===== config.mk =====
export PLATFORM = sky130hd
export DESIGN_NAME = apx_pipe_adder_array
export DESIGN_NICKNAME = d
export VERILOG_FILES = /design/src/rtl/apx_pkg.sv /design/src/rtl/apx_lane_half.sv /design/src/rtl/apx_pipe_adder_array.sv
export SDC_FILE = /design/constraint.sdc
export NUM_CORES = 1
export LEC_CHECK = 0
export CELL_PAD_IN_SITES_DETAIL_PLACEMENT = 1
export CELL_PAD_IN_SITES_GLOBAL_PLACEMENT = 1
export CORE_MARGIN = 2
export CORE_UTILIZATION = 44
export CTS_CLUSTER_SIZE = 28
export DETAILED_ROUTE_END_ITERATION = 7
export HOLD_SLACK_MARGIN = 0.08
export PLACE_DENSITY = 0.91
export SLEW_MARGIN = 0
export SYNTH_ARGS = -nofsm -noshare
export SYNTH_HDL_FRONTEND = slang
export SYNTH_SLANG_ARGS = --single-unit

===== constraint.sdc =====
create_clock -name clk -period 21.7 [get_ports clk]
set_input_delay 5.425 -clock clk [delete_from_list [all_inputs] [get_ports clk]]
set_output_delay 5.425 -clock clk [all_outputs]
set_load 0.05 [all_outputs]

===== src/rtl/apx_pkg.sv =====
// Shared definitions for the pipelined approximate adder array: selector width,
// configuration legality and clamp helpers, and the lane pack/unpack macro.
`ifndef APX_PKG_SV
`define APX_PKG_SV

// Lane i of a packed multi-lane vector whose lanes are w bits wide.
`define APX_LANE(vec, idx, w) vec[(idx)*(w) +: (w)]

package apx_pkg;

  localparam int SEL_W = 5;

  // Slice role: the low half applies the approximation, the high half is exact.
  typedef enum logic {
    HALF_LOW  = 1'b0,
    HALF_HIGH = 1'b1
  } half_mode_e;

  // The approximate region must fit in the low half, so the pipeline split
  // never cuts through it, and the selector must be able to encode the maximum.
  function automatic bit apx_cfg_legal(input int adder_length,
                                       input int max_imp,
                                       input int sel_w);
    return (max_imp >= 2) && (max_imp <= adder_length / 2) &&
           ((1 << sel_w) > max_imp);
  endfunction

  function automatic int apx_clamp(input int sel, input int max_imp);
    return (sel > max_imp) ? max_imp : sel;
  endfunction

endpackage

`endif


===== src/rtl/apx_lane_half.sv =====
// Combinational half-width adder slice. In HALF_LOW mode it applies the
// HOAANED-style approximation over the bottom k bits; in HALF_HIGH mode it is exact.
module apx_lane_half
  import apx_pkg::*;
#(
  parameter int W     = 16,
  parameter int SEL_W = apx_pkg::SEL_W
) (
  input  logic [W-1:0]     a,
  input  logic [W-1:0]     b,
  input  logic             cin,
  input  logic [SEL_W-1:0] k,
  input  half_mode_e       mode,
  output logic [W-1:0]     s,
  output logic             cout
);

  int k_eff;

  assign k_eff = (mode == HALF_HIGH) ? 0 : int'(k);

  always_comb begin
    logic carry;
    logic g;
    logic p_prev;
    // NOTE: every variable gets a value before any branch so no path leaves one
    // unassigned; a missing default here would infer a latch.
    s      = '0;
    carry  = cin;
    g      = 1'b0;
    p_prev = 1'b0;
    // NOTE: blocking assignments are intentional: carry and p_prev must ripple
    // from bit to bit within one evaluation of this block.
    for (int i = 0; i < W; i++) begin
      if (k_eff >= 2 && i < k_eff - 2) begin
        s[i] = 1'b1;
      end else if (k_eff >= 2 && i == k_eff - 2) begin
        s[i] = a[i] | b[i];
      end else if (k_eff >= 2 && i == k_eff - 1) begin
        // Top imprecise bit: generate here becomes the carry into the exact part.
        g     = a[i] & b[i];
        s[i]  = g ? p_prev : (a[i] | b[i] | p_prev);
        carry = g;
      end else begin
        s[i]  = a[i] ^ b[i] ^ carry;
        carry = (a[i] & b[i]) | (carry & (a[i] ^ b[i]));
      end
      p_prev = a[i] & b[i];
    end
    cout = carry;
  end

endmodule


===== src/rtl/apx_pipe_adder_array.sv =====
// Multi-lane two-stage pipelined approximate adder with a valid/ready stream on
// both sides. Optional error monitor enabled by defining APX_ERR_MON_EN.
module apx_pipe_adder_array
  import apx_pkg::*;
#(
  parameter int ADDER_LENGTH  = 32,
  parameter int LANES         = 4,
  parameter int MAX_IMPRECISE = 16,
  parameter int SEL_W         = apx_pkg::SEL_W
) (
  input  logic                              clk,
  input  logic                              rst_n,
  input  logic                              in_valid,
  output logic                              in_ready,
  input  logic [SEL_W-1:0]                  imp_sel,
  input  logic [LANES*ADDER_LENGTH-1:0]     a,
  input  logic [LANES*ADDER_LENGTH-1:0]     b,
  output logic                              out_valid,
  input  logic                              out_ready,
  output logic [LANES*(ADDER_LENGTH+1)-1:0] sum,
  output logic [SEL_W-1:0]                  out_imp
`ifdef APX_ERR_MON_EN
  ,
  input  logic                              err_clr,
  output logic [LANES*(ADDER_LENGTH+1)-1:0] err_abs,
  output logic [31:0]                       err_cnt
`endif
);

  localparam int LO_W  = ADDER_LENGTH / 2;
  localparam int HI_W  = ADDER_LENGTH - LO_W;
  localparam int SUM_W = ADDER_LENGTH + 1;

  if (!apx_cfg_legal(ADDER_LENGTH, MAX_IMPRECISE, SEL_W)) begin : g_cfg_check
    $error("apx_pipe_adder_array: MAX_IMPRECISE/SEL_W out of legal range");
  end

  // Everything the upper half still needs once the low half is resolved.
  typedef struct packed {
    logic [HI_W-1:0] a_hi;
    logic [HI_W-1:0] b_hi;
    logic [LO_W-1:0] lo;
    logic            carry;
  } s1_lane_t;

  logic [SEL_W-1:0] k_in;
  logic             s1_v;
  logic             s2_v;
  logic             s2_load;
  logic [SEL_W-1:0] s1_k;
  logic [SEL_W-1:0] s2_k;
  s1_lane_t         s1_d   [LANES];
  s1_lane_t         s1_q   [LANES];
  logic [SUM_W-1:0] sum_d  [LANES];
  logic [SUM_W-1:0] s2_sum [LANES];

  assign k_in = SEL_W'(apx_clamp(int'(imp_sel), MAX_IMPRECISE));

  // out_ready reaches in_ready combinationally so a full pipe can pop and push
  // on the same edge.
  assign s2_load   = !s2_v || out_ready;
  assign in_ready  = !s1_v || s2_load;
  assign out_valid = s2_v;
  assign out_imp   = s2_k;

`ifdef APX_ERR_MON_EN
  logic [SUM_W-1:0] s1_exact [LANES];
  logic [SUM_W-1:0] exact_d  [LANES];
  logic [SUM_W-1:0] err_d    [LANES];
  logic [SUM_W-1:0] s2_err   [LANES];
  logic [31:0]      nz_cnt;
  logic [32:0]      cnt_sum;
`endif

  for (genvar l = 0; l < LANES; l++) begin : g_lane
    logic [ADDER_LENGTH-1:0] a_l;
    logic [ADDER_LENGTH-1:0] b_l;
    logic [LO_W-1:0]         lo_s;
    logic                    lo_c;
    logic [HI_W-1:0]         hi_s;
    logic                    hi_c;

    assign a_l = `APX_LANE(a, l, ADDER_LENGTH);
    assign b_l = `APX_LANE(b, l, ADDER_LENGTH);

    apx_lane_half #(
      .W     (LO_W),
      .SEL_W (SEL_W)
    ) u_lo (
      .a    (a_l[LO_W-1:0]),
      .b    (b_l[LO_W-1:0]),
      .cin  (1'b0),
      .k    (k_in),
      .mode (HALF_LOW),
      .s    (lo_s),
      .cout (lo_c)
    );

    assign s1_d[l] = {a_l[ADDER_LENGTH-1:LO_W], b_l[ADDER_LENGTH-1:LO_W], lo_s, lo_c};

    apx_lane_half #(
      .W     (HI_W),
      .SEL_W (SEL_W)
    ) u_hi (
      .a    (s1_q[l].a_hi),
      .b    (s1_q[l].b_hi),
      .cin  (s1_q[l].carry),
      .k    (s1_k),
      .mode (HALF_HIGH),
      .s    (hi_s),
      .cout (hi_c)
    );

    assign sum_d[l] = {hi_c, hi_s, s1_q[l].lo};
    assign `APX_LANE(sum, l, SUM_W) = s2_sum[l];

`ifdef APX_ERR_MON_EN
    assign exact_d[l] = {1'b0, a_l} + {1'b0, b_l};
    assign err_d[l]   = (s1_exact[l] >= sum_d[l]) ? (s1_exact[l] - sum_d[l])
                                                  : (sum_d[l] - s1_exact[l]);
    assign `APX_LANE(err_abs, l, SUM_W) = s2_err[l];
`endif
  end

  // Stage 1: low-half result, its carry, the raw upper halves and k.
  always_ff @(posedge clk or negedge rst_n) begin
    if (!rst_n) begin
      // NOTE: data registers are reset too, not just the valids, because the
      // outputs they drive must read zero straight out of reset.
      s1_v <= 1'b0;
      s1_k <= '0;
      for (int i = 0; i < LANES; i++) s1_q[i] <= '0;
    end else if (in_ready) begin
      // NOTE: non-blocking assignments for all state so every register samples
      // pre-edge values regardless of statement order.
      s1_v <= in_valid;
      if (in_valid) begin
        s1_k <= k_in;
        for (int i = 0; i < LANES; i++) s1_q[i] <= s1_d[i];
      end
    end
  end

  // Stage 2: upper half plus carry, concatenated into the final sum; held
  // while the consumer stalls.
  always_ff @(posedge clk or negedge rst_n) begin
    if (!rst_n) begin
      s2_v <= 1'b0;
      s2_k <= '0;
      for (int i = 0; i < LANES; i++) s2_sum[i] <= '0;
    end else if (s2_load) begin
      s2_v <= s1_v;
      if (s1_v) begin
        s2_k <= s1_k;
        for (int i = 0; i < LANES; i++) s2_sum[i] <= sum_d[i];
      end
    end
  end

`ifdef APX_ERR_MON_EN
  always_ff @(posedge clk or negedge rst_n) begin
    if (!rst_n) begin
      for (int i = 0; i < LANES; i++) begin
        s1_exact[i] <= '0;
        s2_err[i]   <= '0;
      end
    end else begin
      if (in_ready && in_valid) begin
        for (int i = 0; i < LANES; i++) s1_exact[i] <= exact_d[i];
      end
      if (s2_load && s1_v) begin
        for (int i = 0; i < LANES; i++) s2_err[i] <= err_d[i];
      end
    end
  end

  always_comb begin
    nz_cnt = '0;
    for (int i = 0; i < LANES; i++) nz_cnt = nz_cnt + 32'(|s2_err[i]);
    cnt_sum = {1'b0, err_cnt} + {1'b0, nz_cnt};
  end

  // Counts lanes with nonzero error on transferred beats; saturates, clear wins.
  always_ff @(posedge clk or negedge rst_n) begin
    if (!rst_n) begin
      err_cnt <= '0;
    end else if (err_clr) begin
      err_cnt <= '0;
    end else if (s2_v && out_ready) begin
      err_cnt <= cnt_sum[32] ? 32'hFFFF_FFFF : cnt_sum[31:0];
    end
  end
`endif

endmodule


==> results.tsv, run 1 <==
metric	value	unit
number of top-level design ports	404	
Inserted Clock Buffers	40	
area of the mapped netlist	0.0210	mm²
antenna violations before repair	21	
CTS tree	built	
vias after detailed routing	17117	
maximum number of pins on one net before global-route repair	154	
Root Buffer Master	sky130_fd_sc_hd__clkbuf_16	
result of the run	finished clean	
number of enable-type register cells in the synthesized netlist	0	
mean cell area of the mapped netlist	10.2	µm²
sequential element share of the synthesized area	0.404	
share of flip-flops with an asynchronous set or reset	1.00	
Post-Syn Instances	2054	
final cycle utilization of the critical path	0.919	
Worst Path Class, Setup	input port to register	
Resize count post-CTS	0	
Total Die Area	0.0496	mm²
Initial Util	0.444	
later-pin clock latency in the skew report	0.58	ns
number of nets with antenna violations after detailed routing	0	
number of setup buffers added after CTS	0	
Layout Cells excl Fill	3074	
most area-consuming cells after synthesis	sky130_fd_sc_hd__dfrtp_1 40%, sky130_fd_sc_hd__fa_1 12%, sky130_fd_sc_hd__mux2_2 8.5%	
highest cell delay on the worst timing path	0.88	ns
commonest register cell after synthesis	sky130_fd_sc_hd__dfrtp_1	
deepest clock path buffer count	3	
hpwl dp	54700	µm
remaining max-slew budget at the tightest pin	0.253	
critical path fanouts, max	20	
class of the worst hold path	register to register	
vias per cell	5.57	
number of maximum-capacitance violations	0	
FP Rows	80	
Final Routed Wirelength	73300	µm
CTS H-Tree Depth	2	
clock sinks	340	
setup tns final	0	ns
GRT Overall Usage	0.294	
Worst Max-Slew Pin Slew	1.12	ns
CP max stage cell	sky130_fd_sc_hd__clkdlybuf4s50_1	
setup repair after global routing missed its margin	false	
pwr/cell area	100	mW/mm²
nets@finish	2941	
Vert. Die Dim	223	µm
CP required	22.15	ns
Die Wd	223	µm
Final Wtd Congestion	0.895	
total of buffers placed on input and output ports	403	
DRC violation count after routing	0	
first drt pass iteration count	5	
area growth from synthesis to layout	27.9	%
number of different library cells in the post-synthesis netlist	68	
Yosys top cell area share	0.404	
overflow left after global routing	0	
Net Count, Synth	2576	
first-pass GRT wire length	113000	µm
share of cells above drive strength 1	0.105	
Crit path top cell by count	sky130_fd_sc_hd__fa_1	
Yosys reg bits	340	
achievable frequency	50.1	MHz
Worst setup SP type	input port	
DRC marker count from the first detailed-route iteration	989	
total placed cells including tap cells	2992	
peak ir drop on the vdd network	67.4	µV
category of the worst setup path capture point	register	
total setup violations reported at the end of the flow	0	
core area	0.0474	mm²
Fin Clk Skew	0.0204	ns
number of buffers added to fix hold violations after cts	0	
vias in the first global route	19300	
clock slew seen by the registers of the worst setup and hold paths	0.06	ns
total of warnings raised by yosys	0	
number of max-slew violations in the final report	0	
Pleak	12.3	nW
post-layout min period	19.95	ns
WL/cell	23.8	µm
library cell with the largest summed area after synthesis	sky130_fd_sc_hd__dfrtp_1	
endpoint arrival time on the critical path	20.40	ns
final count of hold timing violations	0	
## cell usage after synthesis (5+ instances only)
| cell type | count |
|---|---|
| sky130_fd_sc_hd__a21boi_0 | 6 |
| sky130_fd_sc_hd__a21oi_1 | 68 |
| sky130_fd_sc_hd__a221oi_1 | 14 |
| sky130_fd_sc_hd__a31oi_1 | 8 |
| sky130_fd_sc_hd__and2_1 | 12 |
| sky130_fd_sc_hd__and3_1 | 7 |
| sky130_fd_sc_hd__buf_1 | 7 |
| sky130_fd_sc_hd__buf_2 | 17 |
| sky130_fd_sc_hd__clkbuf_1 | 66 |
| sky130_fd_sc_hd__dfrtp_1 | 340 |
| sky130_fd_sc_hd__fa_1 | 124 |
| sky130_fd_sc_hd__ha_1 | 133 |
| sky130_fd_sc_hd__inv_1 | 182 |
| sky130_fd_sc_hd__mux2_2 | 159 |
| sky130_fd_sc_hd__mux2i_1 | 61 |
| sky130_fd_sc_hd__nand2_1 | 435 |
| sky130_fd_sc_hd__nand2b_1 | 10 |
| sky130_fd_sc_hd__nand3_1 | 25 |
| sky130_fd_sc_hd__nor2_1 | 66 |
| sky130_fd_sc_hd__nor2b_1 | 9 |
| sky130_fd_sc_hd__nor3_1 | 18 |
| sky130_fd_sc_hd__o2111ai_1 | 7 |
| sky130_fd_sc_hd__o211ai_1 | 11 |
| sky130_fd_sc_hd__o21a_1 | 25 |
| sky130_fd_sc_hd__o21ai_0 | 94 |
| sky130_fd_sc_hd__o21ai_1 | 5 |
| sky130_fd_sc_hd__o21bai_1 | 8 |
| sky130_fd_sc_hd__o221ai_1 | 12 |
| sky130_fd_sc_hd__o22ai_1 | 14 |
| sky130_fd_sc_hd__o32a_1 | 20 |
| sky130_fd_sc_hd__o41ai_1 | 6 |
| sky130_fd_sc_hd__or2_2 | 8 |
| sky130_fd_sc_hd__or3_1 | 9 |
## stage by stage
step,util,cell area (µm²),setup slack (ns),hold WS [ns],power (mW)
after floorplan,-,21000,4.36,0.446,1.56
after global placement,0.539,25600,1.93,0.461,1.96
after detailed placement,0.539,25600,1.41,0.472,2.02
after CTS,0.567,26900,1.84,0.484,2.72
after global routing,0.567,26900,0.724,0.511,2.82
final,0.568,26900,1.75,0.479,2.70
## worst max-delay path: cells and delay by family
| kind | cells | cell delay [ns] |
|---|---|---|
| buffers and inverters | 3 | 1.45 |
| AO/OA/AOI/OAI | 18 | 2.73 |
| adder cells (fa/ha/maj) | 15 | 6.14 |
| multiplexers | 11 | 2.61 |
| AND/OR/NAND/NOR | 12 | 2.03 |
## power breakdown
group | switching (mW) | internal, mW
clock | 0.282 | 0.396
combinational | 0.703 | 0.417
sequential | 0.107 | 0.793
total | 1.09 | 1.61
## registers in the layout, indices dropped and copies added, names as in the netlist
| register | cells |
|---|---|
| s1_q | 196 |
| sum | 132 |
| out_imp | 5 |
| s1_k | 5 |
| out_valid | 1 |
| s1_v | 1 |
## final cells by class
cell class                 count  area, µm²
fill                        5120      20500
multi-input combinational   1438      11500
sequential                   340       8510
timing repair buffer         416       4150
clock buffer                  53       1110
tap                          615        769
inverter                     183        687
clock inverter                12        179
antenna                       17       42.5
## worst paths after layout
check,slack (ns),start,cells past startpoint,end
min reg2reg,0.48,s1_q[158],2,s1_q[158]
max in group asynchronous,15.28,rst_n,2,s1_q[136]
max reg2reg,13.48,s1_q[49],20,sum[97]
max,1.75,imp_sel[4],59,s1_q[163]
min in group asynchronous,4.92,rst_n,1,sum[76]
min,0.48,s1_q[158],2,s1_q[158]
## placed cells by master (no fill, tap or decap), types with 9 or more instances in the layout
master,synthesis,layout
sky130_fd_sc_hd__inv_1,182,182
sky130_fd_sc_hd__clkdlybuf4s50_1,0,402
sky130_fd_sc_hd__o21ai_0,94,94
sky130_fd_sc_hd__nor3_1,18,18
sky130_fd_sc_hd__fa_1,124,124
sky130_fd_sc_hd__o221ai_1,12,12
sky130_fd_sc_hd__o21a_1,25,25
sky130_fd_sc_hd__o32a_1,20,20
sky130_fd_sc_hd__o211ai_1,11,11
sky130_fd_sc_hd__and2_1,12,11
sky130_fd_sc_hd__mux2i_1,61,61
sky130_fd_sc_hd__buf_4,1,12
sky130_fd_sc_hd__clkbuf_16,0,41
sky130_fd_sc_hd__nor2b_1,9,9
sky130_fd_sc_hd__o22ai_1,14,14
sky130_fd_sc_hd__ha_1,133,133
sky130_fd_sc_hd__a21oi_1,68,68
sky130_fd_sc_hd__nand2b_1,10,10
sky130_fd_sc_hd__a221oi_1,14,14
sky130_fd_sc_hd__nand2_1,435,433
sky130_fd_sc_hd__dfrtp_1,340,340
sky130_fd_sc_hd__or3_1,9,9
sky130_fd_sc_hd__diode_2,0,17
sky130_fd_sc_hd__nor2_1,66,66
sky130_fd_sc_hd__mux2_2,159,159
sky130_fd_sc_hd__nand3_1,25,25
## kinds of logic after synthesis
group,share of synthesized area
AO/OA/AOI/OAI,0.107
XOR/XNOR,0.000416
adder cells (fa/ha/maj),0.197
multiplexers,0.115
buffers and inverters,0.0511
flip-flops,0.404
AND/OR/NAND/NOR,0.126
## routing by layer
layer / track usage / vias up / wire (µm)
met5: 0 / - / 38
li1: - / 7576 / -
met1: 0.353 / 8759 / 28900
met3: 0.0530 / 217 / 3760
met2: 0.502 / 559 / 36500
met4: 0.157 / 6 / 4090
No activity file was read; power rests on OpenSTA's default activity.
==> run 2, diff against run 1 <==
- CORE_UTILIZATION: 44 -> 54
- DONT_BUFFER_PORTS: default -> 1
- SKIP_CTS_REPAIR_TIMING: default -> 1
- SKIP_LAST_GASP: default -> 1
==> results.tsv, run 2 (synthesized netlist as in run 1, its figures left out) <==
metric	value	unit	change
class of the worst hold path	register to register		
first-pass GRT wire length	101000	µm	-11%
number of cell instances on the worst register-to-register path	20		unchanged
Fin Clk Skew	0.0256	ns	+0.00528 ns
core area	0.0386	mm²	-19%
clock sinks	340		unchanged
CTS H-Tree Depth	2		unchanged
number of max-slew violations in the final report	213		+213
peak ir drop on the vdd network	101	µV	+49%
total setup violations reported at the end of the flow	0		unchanged
remaining max-slew budget at the tightest pin	-0.212		-0.465
critical path fanouts, max	20		unchanged
DRC marker count from the first detailed-route iteration	934		-5.6%
deepest clock path buffer count	3		unchanged
leading cell types in the layout, fill and taps excluded	433 x sky130_fd_sc_hd__nand2_1, 340 x sky130_fd_sc_hd__dfrtp_1, 182 x sky130_fd_sc_hd__inv_1		
number of maximum-capacitance violations	0		unchanged
Total Die Area	0.0406	mm²	-18%
CTS tree	built		
endpoint arrival time on the critical path	19.20	ns	-1.20 ns
GRT Overall Usage	0.320		+0.0263
antenna violations before repair	1		-95%
setup tns final	0	ns	unchanged
achievable frequency	53.3	MHz	+6.3%
clock slew seen by the registers of the worst setup and hold paths	0.06	ns	about the same
Final Wtd Congestion	0.905		+1.1%
total of buffers placed on input and output ports	0		-100%
Root Buffer Master	sky130_fd_sc_hd__clkbuf_16		
DRC violation count after routing	0		unchanged
Final Routed Wirelength	64500	µm	-12%
Worst Path Class, Setup	input port to register		
overflow left after global routing	0		unchanged
FP Rows	72		-10%
number of top-level design ports	404		unchanged
max FFs per register	196		unchanged
hold path cells	2		unchanged
later-pin clock latency in the skew report	0.57	ns	about the same
slack of the worst reg-to-reg path	13.39	ns	-0.09 ns
result of the run	finished with violations		
Worst setup SP type	input port		
Worst Hold Margin	0.486	ns	+0.00697 ns
hpwl dp	47800	µm	-13%
Crit path top cell by count	sky130_fd_sc_hd__fa_1		
endpoint of the worst setup timing path	s1_q[114]		
setup repair after global routing missed its margin	false		
final count of hold timing violations	0		unchanged
vias per cell	6.01		+8.0%
Worst Setup SP	imp_sel[4]		
CP required	22.14	ns	about the same
final cycle utilization of the critical path	0.865		-0.0548
worst r2r dst	sum[97]		
WL/cell	25.2	µm	+5.6%
category of the worst setup path capture point	register		
violations in the final reports	slew limit		
Vert. Die Dim	201	µm	-9.6%
pwr/cell area	105	mW/mm²	+4.6%
utilization of the core after routing	0.588		+0.0200
CP max stage cell	sky130_fd_sc_hd__ha_1		
total number of cells along the worst setup path	59		unchanged
total placed cells including tap cells	2492		-17%
highest cell delay on the worst timing path	0.49	ns	-0.39 ns
Layout Cells excl Fill	2562		-17%
number of nets with antenna violations after detailed routing	0		unchanged
Die Wd	201	µm	-9.6%
nets@finish	2537		-14%
vias in the first global route	17383		-9.9%
share of cells above drive strength 1	0.126		+0.0210
post-layout min period	18.76	ns	-1.19 ns
Worst Max-Slew Pin Slew	1.82	ns	+0.702 ns
Inserted Clock Buffers	39		-2.5%
Initial Util	0.546		+0.102
area growth from synthesis to layout	7.63	%	
RR Startpoint	s1_q[49]		
Pleak	10.7	nW	-13%
most frequent standard cell in the layout excluding fill and tap cells	sky130_fd_sc_hd__nand2_1		
cell family with most CP delay	adder cells		
most flop-heavy register	s1_q		
number of buffer and inverter instances along the worst setup path	3		unchanged
maximum number of pins on one net before global-route repair	341		+120%
vias after detailed routing	15406		-10%
first drt pass iteration count	5		unchanged
run 2: cell types whose count changed in the layout (fill, tap and decap cells not counted), sizes merged, moves of 2 or more:
cell           delta
bufinv            -3
diode            -16
clkbuf            +6
clkdlybuf4s50   -402
inv               +2
clkinv            -2
run 2: worst reg2reg max path: cells and delay by family (launching register included):
family / cells / cell delay [ns]
DFF: 1 / 0.40
AOI/OAI and AO/OA: 1 / 0.20
buffers and inverters: 3 / 0.34
adders and majority gates: 16 / 7.25
run 2: final cells by class:
type / count / area, µm²
Inverter: 183 / 687
Antenna cell: 1 / 2.50
Timing Repair Buffer: 13 / 97.6
Clock inverter: 10 / 78.8
Multi-Input combinational cell: 1438 / 11500
Sequential cell: 340 / 8510
Tap cell: 518 / 648
Clock buffer: 59 / 1150
Fill cell: 4199 / 15900
run 2: layer usage:
layer	share of wire	vias up	GRT usage
li1	-	6756	-
met1	0.38	7948	0.379
met2	0.49	534	0.539
met3	0.083	168	0.0931
met4	0.049	0	0.147
met5	0	-	0
run 2: worst min path at each step:
stage / from / to / slack [ns]
final: s1_q[157] / s1_q[157] / 0.49
after global routing: s1_k[3] / s1_k[3] / 0.51
after CTS: s1_q[109] / s1_q[109] / 0.49
after detailed placement: s1_q[157] / s1_q[157] / 0.48
after global placement: s1_q[60] / s1_q[60] / 0.46
after floorplan: s1_k[0] / s1_k[0] / 0.45
run 2: stage by stage:
step	setup WS, ns	power (mW)	cell area, µm²
2_1_floorplan	4.36	1.56	21000
5_1_grt	2.19	2.48	22700
6_report	2.94	2.38	22700
4_1_cts	3.13	2.39	22700
3_3_place_gp	3.00	1.68	21400
3_5_place_dp	2.58	1.73	21400
run 2: report_power, final:
part | switching [mW] | internal (mW) | leakage [nW]
logic | 0.236 | 0.215 | 6.19
registers | 0.499 | 0.785 | 3.93
clock network | 0.273 | 0.368 | 0.595
total | 1.01 | 1.37 | 10.7
==> run 3, diff against run 2 <==
- PLACE_DENSITY: 0.91 -> default
- PLACE_DENSITY_LB_ADDON: default -> 0.1
==> results.tsv, run 3 (synthesized netlist as in run 1, its figures left out) <==
metric	value	unit	change
pwr/cell area	106	mW/mm²	+0.93%
CP max stage cell	sky130_fd_sc_hd__ha_1		
CTS H-Tree Depth	2		unchanged
dpl ws	2.43	ns	-0.149 ns
maximum number of pins on one net before global-route repair	341		unchanged
max FFs per register	196		unchanged
CP required	22.13	ns	about the same
Root Buffer Master	sky130_fd_sc_hd__clkbuf_16		
Initial Util	0.546		unchanged
clock sinks	340		unchanged
number of nets with antenna violations after detailed routing	0		unchanged
Total Die Area	0.0406	mm²	unchanged
total setup violations reported at the end of the flow	0		unchanged
deepest clock path buffer count	3		unchanged
number of max-slew violations in the final report	0		-100%
antenna violations before repair	0		-1
Worst setup SP type	input port		
Die Wd	201	µm	unchanged
class of the worst hold path	register to register		
later-pin clock latency in the skew report	0.56	ns	about the same
core area	0.0386	mm²	unchanged
remaining max-slew budget at the tightest pin	0.213		+0.425
DRC violation count after routing	0		unchanged
result of the run	finished clean		
endpoint arrival time on the critical path	19.20	ns	about the same
number of maximum-capacitance violations	0		unchanged
CTS tree	built		
leading cell types in the layout, fill and taps excluded	433 x sky130_fd_sc_hd__nand2_1, 340 x sky130_fd_sc_hd__dfrtp_1, 182 x sky130_fd_sc_hd__inv_1		
# diodes	0		-1
most frequent standard cell in the layout excluding fill and tap cells	sky130_fd_sc_hd__nand2_1		
Fillers	4194		-0.12%
achievable frequency	53.3	MHz	about the same
Inserted Clock Buffers	39		unchanged
vias in the first global route	16736		-3.7%
critical path fanouts, max	20		unchanged
Final Routed Wirelength	62300	µm	-3.3%
GRT Overall Usage	0.310		-0.00979
Worst Path Class, Setup	input port to register		
most flop-heavy register	s1_q		
peak ir drop on the vdd network	101	µV	about the same
post-layout min period	18.77	ns	+0.0117 ns
final cycle utilization of the critical path	0.865		about the same
Pleak	10.8	nW	+0.67%
vias after detailed routing	15096		-2.0%
clock slew seen by the registers of the worst setup and hold paths	0.06	ns	about the same
Vert. Die Dim	201	µm	unchanged
DRC marker count from the first detailed-route iteration	791		-15%
setup repair after global routing missed its margin	false		
Final Wtd Congestion	0.863		-4.6%
FP Rows	72		unchanged
first-pass GRT wire length	97200	µm	-3.3%
nets@finish	2538		+0.039%
final worst slack	2.93	ns	-0.0117 ns
share of cells above drive strength 1	0.128		+0.00183
total of buffers placed on input and output ports	0		unchanged
Crit path top cell by count	sky130_fd_sc_hd__fa_1		
overflow left after global routing	0		unchanged
final count of hold timing violations	0		unchanged
area growth from synthesis to layout	8.20	%	
first drt pass iteration count	6		+1
category of the worst setup path capture point	register		
vias per cell	5.89		-2.1%
number of top-level design ports	404		unchanged
Fin Clk Skew	0.0121	ns	-0.0136 ns
highest cell delay on the worst timing path	0.62	ns	+0.13 ns
WL/cell	24.3	µm	-3.4%
Worst Max-Slew Pin Slew	1.17	ns	-0.643 ns
hpwl dp	46200	µm	-3.3%
setup tns final	0	ns	unchanged
## run 3: changes by cell type in the layout (fill, tap and decap cells not counted), sizes merged
cell,change
inv,+1
clkbuf,-5
diode,-1
clkinv,+4
buf,+1
clkinvlp,-4
bufinv,+5
## run 3: per-layer routing
metal	track usage	up-vias	part of all wire
met4	0.105	0	0.032
met2	0.503	459	0.47
met3	0.107	116	0.090
met5	0	-	0
li1	-	6753	-
met1	0.390	7768	0.41
## run 3: stage by stage
stage               power (mW)   util  instance area (µm²)  cells  hold WS (ns)
finish                    2.41  0.591                22800   2563         0.477
global route              2.52  0.591                22800   2563         0.500
CTS                       2.43  0.591                22800   2563         0.484
detailed placement        1.72  0.556                21400   2493         0.472
global placement          1.69  0.556                21400   2493         0.461
floorplan                 1.56      -                21000   2054         0.446
## run 3: final timing paths
kind                                 start  slack (ns)        end  depth (start not counted)
worst max-delay path            imp_sel[4]        2.93  s1_q[163]                         58
worst min-delay path             s1_q[108]        0.48  s1_q[108]                          2
worst max register to register    s1_q[49]       13.47    sum[97]                         20
worst min register to register   s1_q[108]        0.48  s1_q[108]                          2
max in group asynchronous            rst_n       16.33  s1_q[109]                          0
min in group asynchronous            rst_n        4.57   s1_q[56]                          0
## run 3: cell type report
| class | instances | area [µm²] | area share |
|---|---|---|---|
| repair buffers | 14 | 105 | 0.00461 |
| inverters | 183 | 687 | 0.0302 |
| flip-flops and latches | 340 | 8510 | 0.374 |
| multi-input cells | 1438 | 11500 | 0.504 |
| clock inverters | 16 | 243 | 0.0107 |
| well taps | 518 | 648 | 0.0285 |
| clock buffers | 54 | 1100 | 0.0484 |
## run 3: report_power, final
group          leakage (nW)  switching, mW  internal [mW]  total, mW
Combinational          6.19          0.226          0.212      0.439
Clock                 0.662          0.277          0.418      0.695
Sequential             3.93          0.492          0.785       1.28
Total                  10.8          0.995           1.42       2.41
## run 3: critical path, delay by kind of cell
| family | cells | cell delay (ns) |
|---|---|---|
| AO/OA/AOI/OAI | 18 | 2.70 |
| adder cells (fa/ha/maj) | 15 | 6.30 |
| buffers and inverters | 2 | 0.36 |
| multiplexers | 11 | 2.51 |
| AND/OR/NAND/NOR | 12 | 1.94 |
